===== config.mk =====
export PLATFORM = sky130hd
export DESIGN_NAME = subsystem_dpadder
export DESIGN_NICKNAME = d
export VERILOG_FILES = /design/src/rtl/subsystem_dpadder.sv
export SDC_FILE = /design/constraint.sdc
export NUM_CORES = 1
export LEC_CHECK = 0
export CAP_MARGIN = 15
export CORE_MARGIN = 2
export CORE_UTILIZATION = 30
export CTS_CLUSTER_DIAMETER = 30
export CTS_CLUSTER_SIZE = 20
export DETAILED_ROUTE_END_ITERATION = 8
export MAX_ROUTING_LAYER = met4
export PLACE_DENSITY = 0.61
export SLEW_MARGIN = 20
export SYNTH_ARGS = -nofsm -noshare
export SYNTH_HDL_FRONTEND = slang
export SYNTH_SLANG_ARGS = --single-unit

===== constraint.sdc =====
create_clock -name CLK -period 4.95 [get_ports CLK]
set_clock_uncertainty 0.1 [all_clocks]
set_input_delay 1.2375 -clock CLK [delete_from_list [all_inputs] [get_ports CLK]]
set_output_delay 1.2375 -clock CLK [all_outputs]
set_load 0.05 [all_outputs]

===== src/rtl/subsystem_dpadder.sv =====
`default_nettype none
// ============================================================================
// Module      : subsystem_dpadder
// Description : Registered data pointer with a per-cycle +1 / -1 / hold
//               step command. It provides a combinational look-ahead of the
//               next value, a registered zero flag and a registered
//               one-cycle boundary-crossing pulse.
// Revision    : 1.0 - initial release
// ----------------------------------------------------------------------------
// Parameters
//   WIDTH       : pointer width in bits (default 16)
//   RESET_VALUE : value loaded into dp while reset is asserted (default 0)
// Ports
//   CLK     in   1      rising-edge clock
//   reset   in   1      asynchronous, active-high reset
//   dp_inc  in   2      0 = hold, 1 = +1, 2 = -1, 3 = hold (reserved)
//   dp      out  WIDTH  registered pointer
//   dp_next out  WIDTH  value dp takes at the next rising edge
//   dp_zero out  1      registered, high while dp == 0
//   dp_wrap out  1      registered pulse after a boundary-crossing step
// Build option
//   DPADDER_SATURATE_EN : when defined, the pointer clamps at all-ones and
//                         at zero instead of wrapping. dp_wrap still pulses
//                         on every clamped attempt.
// ============================================================================
module subsystem_dpadder #(
    parameter int unsigned           WIDTH       = 16,
    parameter logic [WIDTH-1:0]      RESET_VALUE = '0
) (
    input  logic             CLK,
    input  logic             reset,
    input  logic [1:0]       dp_inc,
    output logic [WIDTH-1:0] dp,
    output logic [WIDTH-1:0] dp_next,
    output logic             dp_zero,
    output logic             dp_wrap
);

    localparam logic [WIDTH-1:0] c_ONE   = {{(WIDTH-1){1'b0}}, 1'b1};
    localparam logic [1:0]       c_INC   = 2'd1;
    localparam logic [1:0]       c_DEC   = 2'd2;

    logic [WIDTH-1:0] r_dp;
    logic             r_zero;
    logic             r_wrap;

    logic [WIDTH-1:0] w_next;
    logic             w_cross;

    // Next-value computation. w_cross flags a step that would leave the
    // unsigned range. It is the same condition for wrap and for saturate
    // builds; only the resulting value differs.
    always_comb begin
        w_next  = r_dp;
        w_cross = 1'b0;
        case (dp_inc)
            c_INC: begin
                w_cross = (r_dp == '1);
`ifdef DPADDER_SATURATE_EN
                w_next  = w_cross ? r_dp : (r_dp + c_ONE);
`else
                w_next  = r_dp + c_ONE;
`endif
            end
            c_DEC: begin
                w_cross = (r_dp == '0);
`ifdef DPADDER_SATURATE_EN
                w_next  = w_cross ? r_dp : (r_dp - c_ONE);
`else
                w_next  = r_dp - c_ONE;
`endif
            end
            default: begin
                w_next  = r_dp;
                w_cross = 1'b0;
            end
        endcase
    end

    // The zero flag is computed from the next value, so it is registered in
    // the same edge as the pointer and never lags it.
    always_ff @(posedge CLK or posedge reset) begin
        if (reset) begin
            r_dp   <= RESET_VALUE;
            r_zero <= (RESET_VALUE == '0);
            r_wrap <= 1'b0;
        end else begin
            r_dp   <= w_next;
            r_zero <= (w_next == '0);
            r_wrap <= w_cross;
        end
    end

    assign dp      = r_dp;
    assign dp_next = w_next;
    assign dp_zero = r_zero;
    assign dp_wrap = r_wrap;

endmodule
`default_nettype wire


Yosys cells after proc, flatten, opt, wreduce, memory -nomap -nowiden

Cells that the tools add are included.

Flip-flop bits (word level): 18
Bits in latches: 0
RAM bits: 0
Memory bits (read-only): 0
Input port bits: 4
Output and inout port bits: 34
Word-level logic and storage cells: 12
Memories: 0

$add $sub $neg: 2
$mul: 0
Div/mod/pow operators: 0
Order comparisons: 0
Equal/unequal tests: 3
Shift operators: 0
Muxes and demuxes: 2
Bitwise operators: 0
Reduce and logical (&&, ||, !) cells: 2

Operator list:

| operator              | count |
|---|---|
| $logic_not 16->1      | 2 |
| $pmux 16 s2           | 1 |
| $add 16x1->16 const B | 1 |
| $eq 16x16->1 const B  | 1 |
| $sub 16x1->16 const B | 1 |
| $eq 2x1->1 const B    | 1 |
| $eq 2x2->1 const B    | 1 |
| $pmux 1 s2            | 1 |

Logic depth before layout (Yosys ltp)

Word-level depth: 3
Mapped depth: 17

Worst setup path after synthesis

Ideal clock, no wire load.

Path kind: input to output
Start point: input dp_inc[0]
End point: output dp_next[8]
Data arrival time: 4.356 ns
Required time: 3.613 ns
Slack: -0.744 ns
Cell stages on the path: 14
Path through: inv_1 > ha_1 > buf_6 > buf_6 > buf_6 > buf_2 > xor2_1 > ha_1 > nand4bb_1 > and4_1 > buf_2 > o21ai_0 > xnor2_1 > o31ai_1

Word-level cells in the longest chain between the ends: 2
Elaborated cells between the ends (all ways): 3

Ends and longest elaborated chain:

| element                                         | line | source |
|---|---|---|
| start: declaration                              | 32   | `input logic [1:0] dp_inc,` |
| $eq 2x2->1 / $eq 2x1->1 (equally long branches) | 56   | `case (dp_inc)` |
| $pmux 16 s2 (*)                                 | 56   |  |
| end: declaration                                | 34   | `output logic [WIDTH-1:0] dp_next,` |

Every way passes the cells marked *; elsewhere a longest branch is shown, timed or not.

Worst setup path after layout

Start point: input dp_inc[0]
End point: output dp_next[12]

Same word-level chain as after synthesis.

==> metrics.md <==
| Metric | Value |
|---|---|
| Gr usage total | `20.30%` |
| Sequential share of the synthesized area | `23.37%` |
| Clk slew on worst S/H paths | `0.08 ns` |
| Layout cell share with drive strength beyond 1 | `36.51%` |
| CTS tree | `built` |
| Min Tclk post-route | `4.832 ns` |
| Worst Tran Pin Value | `0.7165 ns` |
| Num ports | `38` |
| Total CTS buffers | `3` |
| Multi-input logic area | `1481 sq um` |
| Final-report setup violation count | `0` |
| Vias per Instance | `5.574` |
| Total gr overflow | `0` |
| Post-synth EDFFs | `0` |
| Crit-path cells | `clkbuf_2 > buf_6 > inv_12 > ha_4 > xor2_1 > ha_2 > nand4b_1 > and4_4 > or4b_1 > nand4_1 > xor2_4 > buf_12` |
| Root Driver | `clkbuf_8` |
| Post-route ant nets | `0` |
| Starting DRT DRC Count | `167` |
| Syn nets | `246` |
| Synth warnings | `0` |
| Synthesized flop and latch total | `18` |
| Post-DP HPWL | `4996 um` |
| Max Clk Rate | `206.9 MHz` |
| Cell taking the most area after synthesis | `dfrtp_1` |
| CP Capture Type | `output port` |
| CTS Buffer Depth | `2` |
| Hold crit path type | `reg2reg` |
| Crit-path max FO | `8` |
| Vias in the first global route | `2218` |
| Synth unique cells | `67` |
| Period utilization | `97.62%` |
| DRT Wirelength | `6619 um` |
| Drt wl/cell | `16.89 um` |
| CP max-delay cell | `or4b_1` |
| Worst EP required | `3.61 ns` |
| Pin count of the biggest net entering global routing | `19` |
| Nets | `324` |
| Initial antenna violation count | `0` |
| Full die area | `7101 sq um` |
| Asr flop ratio synth | `100.0%` |
| Slew Limit Fails | `0` |
| Chip Height | `84.27 um` |
| Ys flop type | `dfrtp_1` |
| Status | `complete, no violations` |
| CTS Sinks | `18` |
| Synth Area per Inst | `8.122 sq um` |
| Syn Inst Count | `238` |
| CTS HTree Levels | `1` |
| Initial Util | `30.80%` |
| Final hold slack | `0.6861 ns` |
| Startpoint types | `input pin` |
| Synthesized area | `1933 sq um` |
| Storage element area | `451.7 sq um` |
| Setup repair after global routing missed its margin | `false` |
| Top cells by area, synth | `dfrtp_1 22%, xnor2_1 5.0%, a21oi_1 3.6%` |
| DR DRC count | `0` |
| Fillers | `617` |
| ANT cells | `0` |
| Rows | `29` |
| Commonest non-fill, non-tap cell in the layout | `buf_4` |
| Skew-Pair Late Insertion Delay | `0.26 ns` |
| Final Hold Fails | `0` |
| Die X | `84.27 um` |
| Max_slew headroom | `52.18%` |
| Gp weighted congestion | `0.9366` |
| Critical Path AT | `3.49 ns` |
| CP Class | `in2out` |
| Global-route wire length before repair | `11390 um` |
| Commonest cells after routing, fill and taps aside | `56 x buf_4, 19 x clkdlybuf4s50_1, 17 x dfrtp_1` |
| Drt first pass iters | `4` |
| Top-area cell type share of the netlist area | `22.01%` |
| Core area | `6277 sq um` |
| Port bufs | `37` |
| Area Growth Syn to Fin | `61.62%` |
| Max Cap Viol | `0` |
| Vias post-DR | `2185` |
| Max incr delay on CP | `0.51 ns` |
-- sequential cells by signal (all words and copies together) (netlist names) --
name and cells:
dp_wrap 1, dp_zero 1, dp 16
-- per-stage QoR --
stage / instances / setup WS (ns) / setup TNS, ns / instance area [sq um] / util [%]
after floorplan: 238 / -0.1771 / -0.2751 / 2067 / -
after global placement: 383 / -0.3421 / -2.134 / 2962 / 47.18
after detailed placement: 383 / -0.3956 / -2.269 / 2962 / 47.18
after CTS: 392 / 0.03557 / 0 / 3104 / 49.45
after global routing: 392 / 0.004236 / 0 / 3124 / 49.77
final: 392 / 0.1179 / 0 / 3124 / 49.77
-- worst max-delay path, delay by kind of cell --
family,cells,cell delay (ns)
xor+xnor,2,0.36
buf+inv,4,0.43
simple gates,4,1.08
fa+ha+maj,2,0.40
-- logic make-up after synthesis --
logic type      after synthesis  synth area share (%)
simple gates                 90                 29.00
compound gates               71                 26.34
buf+inv                      35                 8.997
flops                        18                 23.37
xor+xnor                     15                 6.796
mux                           5                 2.912
fa+ha+maj                     4                 2.589
-- repair_timing --
action                                  in CTS  in global routing
pin swaps                                   11                  9
gates resized for setup                     16                  9
buffers inserted                             5                  0
endpoints found under the setup margin       9                  7
hold buffers                                 0                  0
endpoints found under the hold margin        0                  0
-- cell type report --
class | instances | area share [%]
tap | 77 | 3.084
timing repair buffer | 97 | 31.56
inverter | 11 | 1.722
clock buffer | 4 | 1.762
sequential | 18 | 14.46
multi-input combinational | 185 | 47.42
-- synth_stat cells, drive strengths merged (3+ instances only) --
library cell  instances
nor3                  7
nor2                 15
o22ai                 3
and4                  3
o21ai                13
o211ai                5
mux2i                 3
a21oi                14
or3                   3
nand3                 3
a211oi                3
and2                  3
a32oi                 4
a31oi                 5
nor3b                 6
ha                    4
inv                  11
nand2                14
nor2b                 4
dfrtp                17
clkbuf                7
nand4b                4
xnor2                11
nor4b                 4
o31ai                 3
nand4                 7
xor2                  4
buf                  17
nor4                  5
-- per-layer routing --
layer / part of all wire, % / global-route usage [%] / up-vias
met3: 6.8 / 1.770 / 10
met1: 45 / 29.17 / 1038
li1: - / - / 1057
met4: 2.0 / 5.279 / 0
met2: 46 / 30.66 / 80
met5: 0 / - / -
-- path summary, 6_finish.rpt --
path	startpoint	endpoint	slack [ns]	depth (start not counted)
max	dp_inc[0]	dp_next[12]	0.12	12
min	dp[9]$_DFF_PP0_	dp_wrap$_DFF_PP0_	0.69	2
max reg2reg	dp[1]$_DFF_PP0_	dp_zero$_DFF_PP1_	1.74	11
min reg2reg	dp[9]$_DFF_PP0_	dp_wrap$_DFF_PP0_	0.69	2
max in group asynchronous	reset	dp[12]$_DFF_PP0_	3.01	2
min in group asynchronous	reset	dp[8]$_DFF_PP0_	1.29	2
Power is not shown: default switching activity piles up to over one toggle a cycle in this logic, so the estimate is an artifact.
